`config.mk`:
```
export PLATFORM = sky130hd
export DESIGN_NAME = adc_sampling_scheduler
export DESIGN_NICKNAME = d
export VERILOG_FILES = /design/src/rtl/adc_sampling_scheduler_pkg.sv /design/src/rtl/acker_sync_fifo.sv /design/src/rtl/adc_sampling_scheduler.sv
export SDC_FILE = /design/constraint.sdc
export NUM_CORES = 1
export LEC_CHECK = 0
export CAP_MARGIN = 40
export CORE_AREA = 2 2 239 288
export DETAILED_ROUTE_END_ITERATION = 16
export DIE_AREA = 0 0 241 290
export HOLD_SLACK_MARGIN = 0.15
export SYNTH_ARGS = -nofsm -noshare
export SYNTH_HDL_FRONTEND = slang
export SYNTH_SLANG_ARGS = --single-unit
```
`constraint.sdc`:
```
create_clock -name clock -period 5.4 [get_ports clock]
set_input_delay 0.81 -clock clock [delete_from_list [all_inputs] [get_ports clock]]
set_output_delay 0.81 -clock clock [all_outputs]
set_load 0.05 [all_outputs]
```
`src/rtl/adc_sampling_scheduler_pkg.sv`:
```
// rtl/adc_sampling_scheduler_pkg.sv - shared widths, sensor codes and default intervals
package adc_sampling_scheduler_pkg;

   localparam int DEF_NUM_CH     = 2;
   localparam int DEF_DATA_W     = 14;
   localparam int DEF_NUM_SENS   = 4;
   localparam int DEF_SENS_W     = 2;
   localparam int DEF_CH_W       = 1;
   localparam int DEF_INTERVAL_W = 36;
   localparam int DEF_FIFO_AW    = 3;

   typedef enum logic [DEF_SENS_W-1:0] {
      SENS_TEMP  = 2'b00,
      SENS_HUMID = 2'b01,
      SENS_LIGHT = 2'b10,
      SENS_SOIL  = 2'b11
   } sensor_type_e;

   // Power-on programming suggestions at a 10 MHz clock.
   localparam logic [DEF_INTERVAL_W-1:0] DEF_INTERVAL_TEMP  = 36'd600_000_000;
   localparam logic [DEF_INTERVAL_W-1:0] DEF_INTERVAL_HUMID = 36'd600_000_000;
   localparam logic [DEF_INTERVAL_W-1:0] DEF_INTERVAL_LIGHT = 36'd10_000_000;
   localparam logic [DEF_INTERVAL_W-1:0] DEF_INTERVAL_SOIL  = 36'd48_000_000_000;

endpackage

```
`src/rtl/acker_sync_fifo.sv`:
```
// rtl/acker_sync_fifo.sv - first-word-fall-through synchronous FIFO with full/empty flags
module acker_sync_fifo #(
   parameter int WIDTH = 16,
   parameter int AW    = 3
) (
   input  logic             clk,
   input  logic             rst_n,
   input  logic             push,
   input  logic [WIDTH-1:0] push_data,
   input  logic             pop,
   output logic [WIDTH-1:0] head_data,
   output logic             full,
   output logic             empty
);

   localparam int DEPTH = 2 ** AW;

   logic [WIDTH-1:0] mem [DEPTH];
   logic [AW:0]      wr_ptr;
   logic [AW:0]      rd_ptr;
   logic             do_push;
   logic             do_pop;

   // Extra pointer bit tells full from empty when the address bits match.
   assign empty   = (wr_ptr == rd_ptr);
   assign full    = (wr_ptr[AW] != rd_ptr[AW]) && (wr_ptr[AW-1:0] == rd_ptr[AW-1:0]);
   assign do_pop  = pop && !empty;
   assign do_push = push && (!full || do_pop);

   always_ff @(posedge clk or negedge rst_n) begin
      if (!rst_n) begin
         wr_ptr <= '0;
         rd_ptr <= '0;
      end else begin
         if (do_push) wr_ptr <= wr_ptr + 1'b1;
         if (do_pop)  rd_ptr <= rd_ptr + 1'b1;
      end
   end

   always_ff @(posedge clk) begin
      if (do_push) mem[wr_ptr[AW-1:0]] <= push_data;
   end

   assign head_data = empty ? '0 : mem[rd_ptr[AW-1:0]];

endmodule

```
`src/rtl/adc_sampling_scheduler.sv`:
```
// rtl/adc_sampling_scheduler.sv - per-slot interval sampling of ADC channels into a tagged FIFO
module adc_sampling_scheduler
   import adc_sampling_scheduler_pkg::*;
#(
   parameter int NUM_CH     = DEF_NUM_CH,
   parameter int DATA_W     = DEF_DATA_W,
   parameter int NUM_SENS   = DEF_NUM_SENS,
   parameter int SENS_W     = DEF_SENS_W,
   parameter int CH_W       = DEF_CH_W,
   parameter int INTERVAL_W = DEF_INTERVAL_W,
   parameter int FIFO_AW    = DEF_FIFO_AW
) (
   input  logic                     clock,
   input  logic                     reset,
   input  logic                     adc_Data_out_valid,
   input  logic [NUM_CH*DATA_W-1:0] adc_Data_out,
   input  logic                     cfg_write,
   input  logic [SENS_W-1:0]        cfg_sensor,
   input  logic [CH_W-1:0]          cfg_channel,
   input  logic [INTERVAL_W-1:0]    cfg_interval,
   input  logic                     cfg_enable,
   input  logic                     da_Ready_for_Data_in,
   output logic [DATA_W-1:0]        da_Data_in,
   output logic                     da_Data_in_valid,
   output logic [SENS_W-1:0]        da_sensor_type,
   output logic                     overflow,
   input  logic                     overflow_clear
);

   logic [NUM_CH*DATA_W-1:0] sample_reg;
   logic                     sample_ok;

   logic [CH_W-1:0]       slot_channel  [NUM_SENS];
   logic [INTERVAL_W-1:0] slot_interval [NUM_SENS];
   logic [INTERVAL_W-1:0] slot_count    [NUM_SENS];
   logic [NUM_SENS-1:0]   slot_enable;
   logic [NUM_SENS-1:0]   pending;
   logic [NUM_SENS-1:0]   cfg_hit;
   logic [NUM_SENS-1:0]   running;
   logic [NUM_SENS-1:0]   fire;
   logic [NUM_SENS-1:0]   grant;
   logic [NUM_SENS-1:0]   lost;

   logic                     push_req;
   logic                     push_en;
   logic [SENS_W-1:0]        push_id;
   logic [DATA_W-1:0]        push_sample;
   logic                     fifo_full;
   logic                     fifo_empty;
   logic [SENS_W+DATA_W-1:0] head;

   always_ff @(posedge clock or negedge reset) begin
      if (!reset) begin
         sample_reg <= '0;
         sample_ok  <= 1'b0;
      end else if (adc_Data_out_valid) begin
         sample_reg <= adc_Data_out;
         sample_ok  <= 1'b1;
      end
   end

   // A configuration write to a slot masks that slot's fire in the same cycle.
   for (genvar i = 0; i < NUM_SENS; i++) begin : g_slot
      assign cfg_hit[i] = cfg_write && (cfg_sensor == SENS_W'(i));
      assign running[i] = slot_enable[i] && (slot_interval[i] != '0);
      assign fire[i]    = running[i] && (slot_count[i] == INTERVAL_W'(1)) && !cfg_hit[i];
   end

   always_comb begin
      push_req = 1'b0;
      push_id  = '0;
      for (int i = NUM_SENS - 1; i >= 0; i--) begin
         if (pending[i]) begin
            push_req = 1'b1;
            push_id  = SENS_W'(i);
         end
      end
   end

   assign push_en     = push_req && sample_ok && !fifo_full;
   assign grant       = push_en ? (NUM_SENS'(1) << push_id) : '0;
   assign push_sample = sample_reg[int'(slot_channel[push_id]) * DATA_W +: DATA_W];
   // A slot drained this cycle may refire without losing anything.
   assign lost        = fire & pending & ~grant;

   always_ff @(posedge clock or negedge reset) begin
      if (!reset) begin
         for (int i = 0; i < NUM_SENS; i++) begin
            slot_channel[i]  <= '0;
            slot_interval[i] <= '0;
            slot_count[i]    <= '0;
         end
         slot_enable <= '0;
         pending     <= '0;
         overflow    <= 1'b0;
      end else begin
         for (int i = 0; i < NUM_SENS; i++) begin
            if (cfg_hit[i]) begin
               slot_channel[i]  <= cfg_channel;
               slot_interval[i] <= cfg_interval;
               slot_enable[i]   <= cfg_enable;
               slot_count[i]    <= cfg_interval;
               pending[i]       <= 1'b0;
            end else begin
               if (running[i]) begin
                  slot_count[i] <= (slot_count[i] <= INTERVAL_W'(1)) ? slot_interval[i]
                                                                    : slot_count[i] - INTERVAL_W'(1);
               end
               if (fire[i])       pending[i] <= 1'b1;
               else if (grant[i]) pending[i] <= 1'b0;
            end
         end
         if (|lost)               overflow <= 1'b1;
         else if (overflow_clear) overflow <= 1'b0;
      end
   end

   acker_sync_fifo #(
      .WIDTH (SENS_W + DATA_W),
      .AW    (FIFO_AW)
   ) u_fifo (
      .clk       (clock),
      .rst_n     (reset),
      .push      (push_en),
      .push_data ({push_id, push_sample}),
      .pop       (da_Data_in_valid && da_Ready_for_Data_in),
      .head_data (head),
      .full      (fifo_full),
      .empty     (fifo_empty)
   );

   assign da_Data_in_valid = !fifo_empty;
   assign da_sensor_type   = head[SENS_W+DATA_W-1:DATA_W];
   assign da_Data_in       = head[DATA_W-1:0];

endmodule

```
==> results of run 1 <==
## where the power goes
| group | switching (mW) | leakage, nW | total, mW | internal [mW] |
|---|---|---|---|---|
| logic | 1.88 | 4.62 | 3.22 | 1.34 |
| registers | 0.733 | 5.27 | 4.97 | 4.23 |
| clock network | 1.54 | 0.925 | 3.86 | 2.32 |
| total | 4.16 | 10.8 | 12.0 | 7.89 |
## path summary, 6_finish.rpt
kind	to	slack, ps	cells past startpoint
setup / recovery	da_Data_in[11]	1400	6
hold reg to reg	slot_enable[3]$_DFFE_PN0P_	470	2
max in group asynchronous	slot_count[92]$_DFFE_PN0P_	3980	2
setup reg to reg	slot_count[54]$_DFFE_PN0P_	1760	6
min in group clock	slot_enable[3]$_DFFE_PN0P_	470	2
hold / removal	slot_count[120]$_DFFE_PN0P_	250	1
## stage by stage
stage,setup WS [ps],std cells
CTS,1310,3371
detailed placement,1710,3276
floorplan,1870,2383
finish,1400,3372
global route,1190,3372
global placement,1770,3267
## metal layers
layer | global-route usage (%) | wire, µm
met5 | 0 | 0
met4 | 8.72 | 3250
met3 | 3.01 | 5020
met2 | 33.1 | 34100
met1 | 27.1 | 29900
## worst reg2reg max path: cells and delay by family (launching register included)
kind | cells | cell delay, ps
and+or+nand+nor | 4 | 2600
DFF | 1 | 450
AOI/OAI and AO/OA | 2 | 470
## cell type report
| type | count | share of cell area [%] |
|---|---|---|
| multi-input cells | 1739 | 38.3 |
| flip-flops and latches | 466 | 45.2 |
| clock buffers | 71 | 5.44 |
| clock inverters | 24 | 1.43 |
| repair buffers | 142 | 5.11 |
| well taps | 901 | 4.14 |
| inverters | 29 | 0.400 |
## cell families (layout without fill, tap and decap cells)
kind of cell             after synthesis  after routing
AND/OR/NAND/NOR                     1095           1095
AO/OA/AOI/OAI                        503            503
flip-flops                           466            466
buffers and inverters                178            266
multiplexers                         106            106
XOR/XNOR                              25             25
adder cells (fa/ha/maj)               10             10
## synthesized netlist by cell type, types with 7 or more instances
master	count	area share, %
nand2_1	535	8.6
dfrtp_1	338	36
nor2_1	172	2.8
o21ai_0	152	3.3
edfxtp_1	128	16
clkbuf_1	109	1.8
nor3_1	87	1.9
nor4_1	87	2.3
a21oi_1	84	1.8
nand3_1	48	1.0
mux2_2	46	2.2
o2bb2ai_1	36	1.4
mux4_2	32	3.1
a211oi_1	31	1.0
o211ai_1	31	1.0
inv_1	29	0.47
mux2i_1	27	1.2
nand4_1	26	0.70
or4_1	26	0.84
a31oi_1	23	0.62
or3_1	22	0.59
a2bb2oi_1	19	0.71
buf_2	18	0.39
xnor2_1	18	0.68
o31ai_1	17	0.55
buf_1	16	0.26
nand2b_1	15	0.40
a221o_1	13	0.56
o41ai_1	13	0.49
and3_1	11	0.29
a21o_1	10	0.32
ha_1	10	0.54
o22ai_1	9	0.24
o31a_1	9	0.34
and4_1	7	0.26
nor3b_1	7	0.23
o21a_1	7	0.23
or2_2	7	0.19
xor2_1	7	0.26
==> out/qor.csv, run 1 <==
stage;metric;value;unit
min_path;Hold Path Class;in -> async;
worst_setup_path;crit path max fanout;19;
placement;placed wire-length estimate;47500;µm
route;vias per cell;5.79;
route;DRC;0;
yosys;Synth Area in Adders;0.536;%
yosys;synthesized area per cell;9.79;µm²
pwr;Total Power;12.0;mW
final_layout;final instance area;27200;µm²
worst_setup_path;FF-to-FF Start;slot_count[49]$_DFFE_PN0P_;
worst_setup_path;Cell Chain, Critical Path;buf_12 > xor2_1 > nor4b_2 > buf_4 > nor2_1 > clkdlybuf4s50_1;
route;drt first pass iters;5;
yosys;Post-synth EDFFs;128;
sta;RSZ-0062 raised after global routing;false;
die;IO Pins;92;
final_layout;footprint of the multi-input gates;10400;µm²
global_routing;first-pass GRT wire length;112000;µm
cts;Skew-Pair Late Insertion Delay;620;ps
pwr;Worst VDD drop;0.336;mV
yosys;largest family of logic cells by synthesized area;simple AND/OR/NAND/NOR gates;
worst_setup_path;Crit. End Element;primary output;
die;Initial Util;34.9;%
yosys;post-synthesis compound-gate area fraction;14.2;%
worst_setup_path;CP Buf/Inv Count;3;
yosys;Seq/Total Area, Yosys;52.7;%
global_routing;initial antenna violation count;0;
yosys;share of flip-flops with an asynchronous set or reset;72.5;%
cts;buffer count from post-CTS setup fixing;0;
yosys;Syn Nets;2467;
cts;clock tree from TritonCTS;done;
route;Iteration-0 DRC Markers;2210;
cts;clk slew on worst S/H paths;60;ps
yosys;Synth Flop Type;dfrtp_1;
cts;Post-CTS Hold Buffers;0;
yosys;Synth Warn #;0;
global_routing;largest net degree at the start of global routing;111;
die;CORE AREA;66900;µm²
yosys;Synth Area in Simple Gates;22.1;%
global_routing;number of global-route vias before repair;19100;
route;via count;19500;
global_routing;GRT Util Overall;20.4;%
worst_setup_path;crit start category;register;
cts;post-CTS sizing;0;
yosys;Synth Area in XOR/XNOR;0.938;%
route;WL final;72200;µm
run_status;status;finished, final reports clean;
sta;Setup TNS Final;0;ps
placement;RePlAce Congestion;0.863;
final_layout;Final Net Count;2513;
sta;fmax;0.250;GHz
die;Die W;241;µm
final_layout;share of layout cells above drive strength 1;10.7;%
sta;Hold Slack;254;ps
final_layout;Layout area overhead;16.6;%
final_layout;Layout Utilization;40.7;%
cts;Root Driver;clkbuf_16;
cts;total CTS buffers;51;
worst_setup_path;CP startpoint;u_fifo.rd_ptr[0]$_DFFE_PN0P_;
route;routed len/inst;21.4;µm
cts;deepest clock path buffer count;3;
yosys;proportion of synthesized area in mux cells;6.51;%
die;Die H;290;µm
sta;Slew Limit Fails;0;
cts;H-tree levels;2;
final_layout;most common cell after layout, fill and taps aside;nand2_1;
placement;Placed Instance Area;25300;µm²
yosys;Mapped Cells;2383;
placement;PortBufs;91;
sta;Least-Margin Pin Slew;988;ps
final_layout;commonest cells after routing, fill and taps aside;nand2_1 (535), dfrtp_1 (337), nor2_1 (170);
final_layout;n_diodes;0;
die;row count;104;
worst_setup_path;critical path arrival;3190;ps
worst_setup_path;crit path kind;reg -> out;
yosys;mapped cell area;23300;µm²
pwr;static leakage;10.8;nW
sta;fin crit period;4000;ps
worst_setup_path;CP max stage delay;830;ps
route;Routed Antenna Nets;0;
final_layout;sequential standard cell area;12300;µm²
yosys;number of synthesized register bits;466;
die;Die ar.;69900;µm²
sta;final hold violations;0;
worst_setup_path;Crit path max-delay family;buffers and inverters;
pwr;P per Cell Area;443;nW/µm²
sta;skew final;50.7;ps
job;maxcap violations;0;
sta;final period utilization;74.0;%
worst_setup_path;Critical Path RT;4590;ps
cts;clock sinks;466;
sta;final setup fails;0;
yosys;Yosys cell types;80;
worst_setup_path;Critical-path top delay cell;clkdlybuf4s50_1;
final_layout;fill count;6528;
global_routing;grt ovf;0;
sta;Max-slew headroom;34.1;%
(Power assumes the default switching activity.)
==> inputs of run 2 (changes only) <==
==> constraint.sdc (replaced) <==
create_clock -name clock -period 3.9 [get_ports clock]
set_input_delay 0.585 -clock clock [delete_from_list [all_inputs] [get_ports clock]]
set_output_delay 0.585 -clock clock [all_outputs]
set_load 0.05 [all_outputs]
==> out/qor.csv, run 2 (synthesized netlist as in run 1, its figures left out) <==
stage;metric;value;unit;change
sta;final period utilization;90.0;%;
final_layout;commonest cells after routing, fill and taps aside;nand2_1 (535), dfrtp_1 (337), nor2_1 (170);;
route;via count;19600;;+0.54%
final_layout;final instance area;27500;µm²;+0.88%
sta;Least-Margin Pin Slew;908;ps;-79.7 ps
final_layout;share of layout cells above drive strength 1;12.3;%;+1.7 points
sta;skew final;48.0;ps;-2.68 ps
worst_setup_path;CP startpoint;u_fifo.rd_ptr[0]$_DFFE_PN0P_;;
cts;Root Driver;clkbuf_16;;
placement;Placed Instance Area;25500;µm²;+0.67%
global_routing;largest net degree at the start of global routing;88;;-21%
placement;dpl ws;569;ps;-1140 ps
die;Die ar.;69900;µm²;unchanged
route;drt first pass iters;6;;+1
die;Initial Util;34.9;%;unchanged
worst_setup_path;worst r2r path cells;6;;unchanged
global_routing;initial antenna violation count;2;;+2
final_layout;Final Net Count;2543;;+1.2%
placement;RePlAce Congestion;0.914;;+5.9%
placement;PortBufs;91;;unchanged
die;IO Pins;92;;unchanged
sta;fmax;0.285;GHz;
cts;clock tree from TritonCTS;done;;
die;row count;104;;unchanged
final_layout;most common cell after layout, fill and taps aside;nand2_1;;
min_path;Hold Path Class;reg -> reg;;
cts;deepest clock path buffer count;3;;unchanged
worst_setup_path;crit path to;da_Data_in[2];;
worst_setup_path;Crit. End Element;primary output;;
pwr;Worst VDD drop;0.443;mV;+32%
global_routing;grt ovf;0;;unchanged
cts;clock sinks;466;;unchanged
worst_setup_path;FF-to-FF Start;slot_count[12]$_DFFE_PN0P_;;
route;WL final;73100;µm;+1.2%
global_routing;GRT Util Overall;21.0;%;+0.57 points
sta;RSZ-0062 raised after global routing;false;;
pwr;static leakage;11.0;nW;+1.3%
run_status;status;finished, final reports clean;;
placement;placed wire-length estimate;49100;µm;+3.3%
die;Die W;241;µm;unchanged
die;CORE AREA;66900;µm²;unchanged
worst_setup_path;RR Endpoint;slot_count[9]$_DFFE_PN0P_;;
cts;clk slew on worst S/H paths;60;ps;about the same
pwr;P per Cell Area;612;nW/µm²;+38%
pwr;Total Power;16.8;mW;+40%
die;Die H;290;µm;unchanged
cts;H-tree levels;2;;unchanged
route;Iteration-0 DRC Markers;1934;;-12%
worst_setup_path;crit path kind;reg -> out;;
job;maxcap violations;0;;unchanged
cts;post-CTS sizing;0;;unchanged
global_routing;number of global-route vias before repair;19600;;+2.7%
sta;Setup TNS Final;0;ps;unchanged
worst_setup_path;crit path max fanout;12;;-7
route;DRC;0;;unchanged
sta;Slew Limit Fails;0;;unchanged
sta;final setup fails;0;;unchanged
sta;fin crit period;3510;ps;
route;vias per cell;5.76;;-0.43%
final_layout;Layout area overhead;17.7;%;
worst_setup_path;critical path arrival;2920;ps;-270 ps
global_routing;first-pass GRT wire length;115000;µm;+2.5%
sta;Max-slew headroom;39.3;%;+5.2 points
sta;final hold violations;0;;unchanged
route;Routed Antenna Nets;0;;unchanged
worst_setup_path;Critical Path RT;3310;ps;-1280 ps
worst_setup_path;FF-to-FF setup slack;480;ps;-1280 ps
route;routed len/inst;21.5;µm;+0.19%
cts;total CTS buffers;52;;+2.0%
sta;final setup margin;390;ps;-1010 ps
sta;Hold Slack;482;ps;+227 ps
final_layout;fill count;6559;;+0.47%
worst_setup_path;crit start category;register;;
cts;Skew-Pair Late Insertion Delay;630;ps;about the same
==> run 2: cell count changes in the layout (fill, tap and decap cells not counted), sizes merged, moves of 3 or more <==
cell / previous run / this run
buf: 51 / 92
clkdlybuf4s50: 90 / 78
clkbuf: 71 / 61
clkinvlp: 0 / 6
clkinv: 13 / 18
bufinv: 8 / 11
==> run 2: timing repair <==
| item | CTS | global route |
|---|---|---|
| endpoints found under the hold margin | 82 | 0 |
| setup buffers | 0 | 0 |
| hold buffers | 1 | 0 |
| setup endpoints to repair | 0 | 0 |
==> run 2: worst min path at each step <==
stage	from	endpoint	slack, ps	cells after the start
after floorplan	reset	overflow$_DFFE_PN0P_	290	0
after global placement	sample_ok$_DFFE_PN0P_	sample_ok$_DFFE_PN0P_	450	1
after detailed placement	slot_count[70]$_DFFE_PN0P_	slot_count[70]$_DFFE_PN0P_	460	1
after CTS	slot_count[70]$_DFFE_PN0P_	slot_count[70]$_DFFE_PN0P_	470	1
after global routing	u_fifo.wr_ptr[3]$_DFFE_PN0P_	u_fifo.wr_ptr[3]$_DFFE_PN0P_	500	1
final	slot_count[70]$_DFFE_PN0P_	slot_count[70]$_DFFE_PN0P_	480	1
==> run 2: layer usage <==
metal	share of wire, %	global-route usage (%)
met2	47	34.0
met4	4.6	9.11
met1	41	27.7
met3	6.7	3.34
met5	0.022	0
==> run 2: worst max-delay path, stage by stage, from the launching register on <==
cell             delay (ps)
dfrtp_2                 550
buf_4                   330
mux4_2                  530
mux2i_1                 140
nor2_1                   50
clkdlybuf4s50_1         700
==> run 2: final cells by class <==
| class | instances | area (µm²) | share of cell area [%] |
|---|---|---|---|
| antenna | 1 | 2.50 | 0.00911 |
| clock buffer | 61 | 1400 | 5.08 |
| clock inverter | 37 | 542 | 1.97 |
| inverter | 29 | 109 | 0.396 |
| multi-input combinational | 1739 | 10400 | 37.9 |
| sequential | 466 | 12300 | 44.8 |
| tap | 901 | 1130 | 4.11 |
| timing repair buffer | 171 | 1570 | 5.72 |
==> run 2: where the power goes <==
| group | switching, mW | total (mW) | internal [mW] |
|---|---|---|---|
| registers | 0.953 | 6.82 | 5.86 |
| logic | 2.70 | 4.51 | 1.81 |
| clock network | 2.18 | 5.49 | 3.32 |
| total | 5.83 | 16.8 | 11.0 |
==> run 2: per-stage QoR <==
stage | utilization (%) | cells
global placement | 38.1 | 3304
detailed placement | 38.1 | 3305
CTS | 41.1 | 3404
finish | 41.1 | 3405
floorplan | - | 2383
global route | 41.1 | 3404
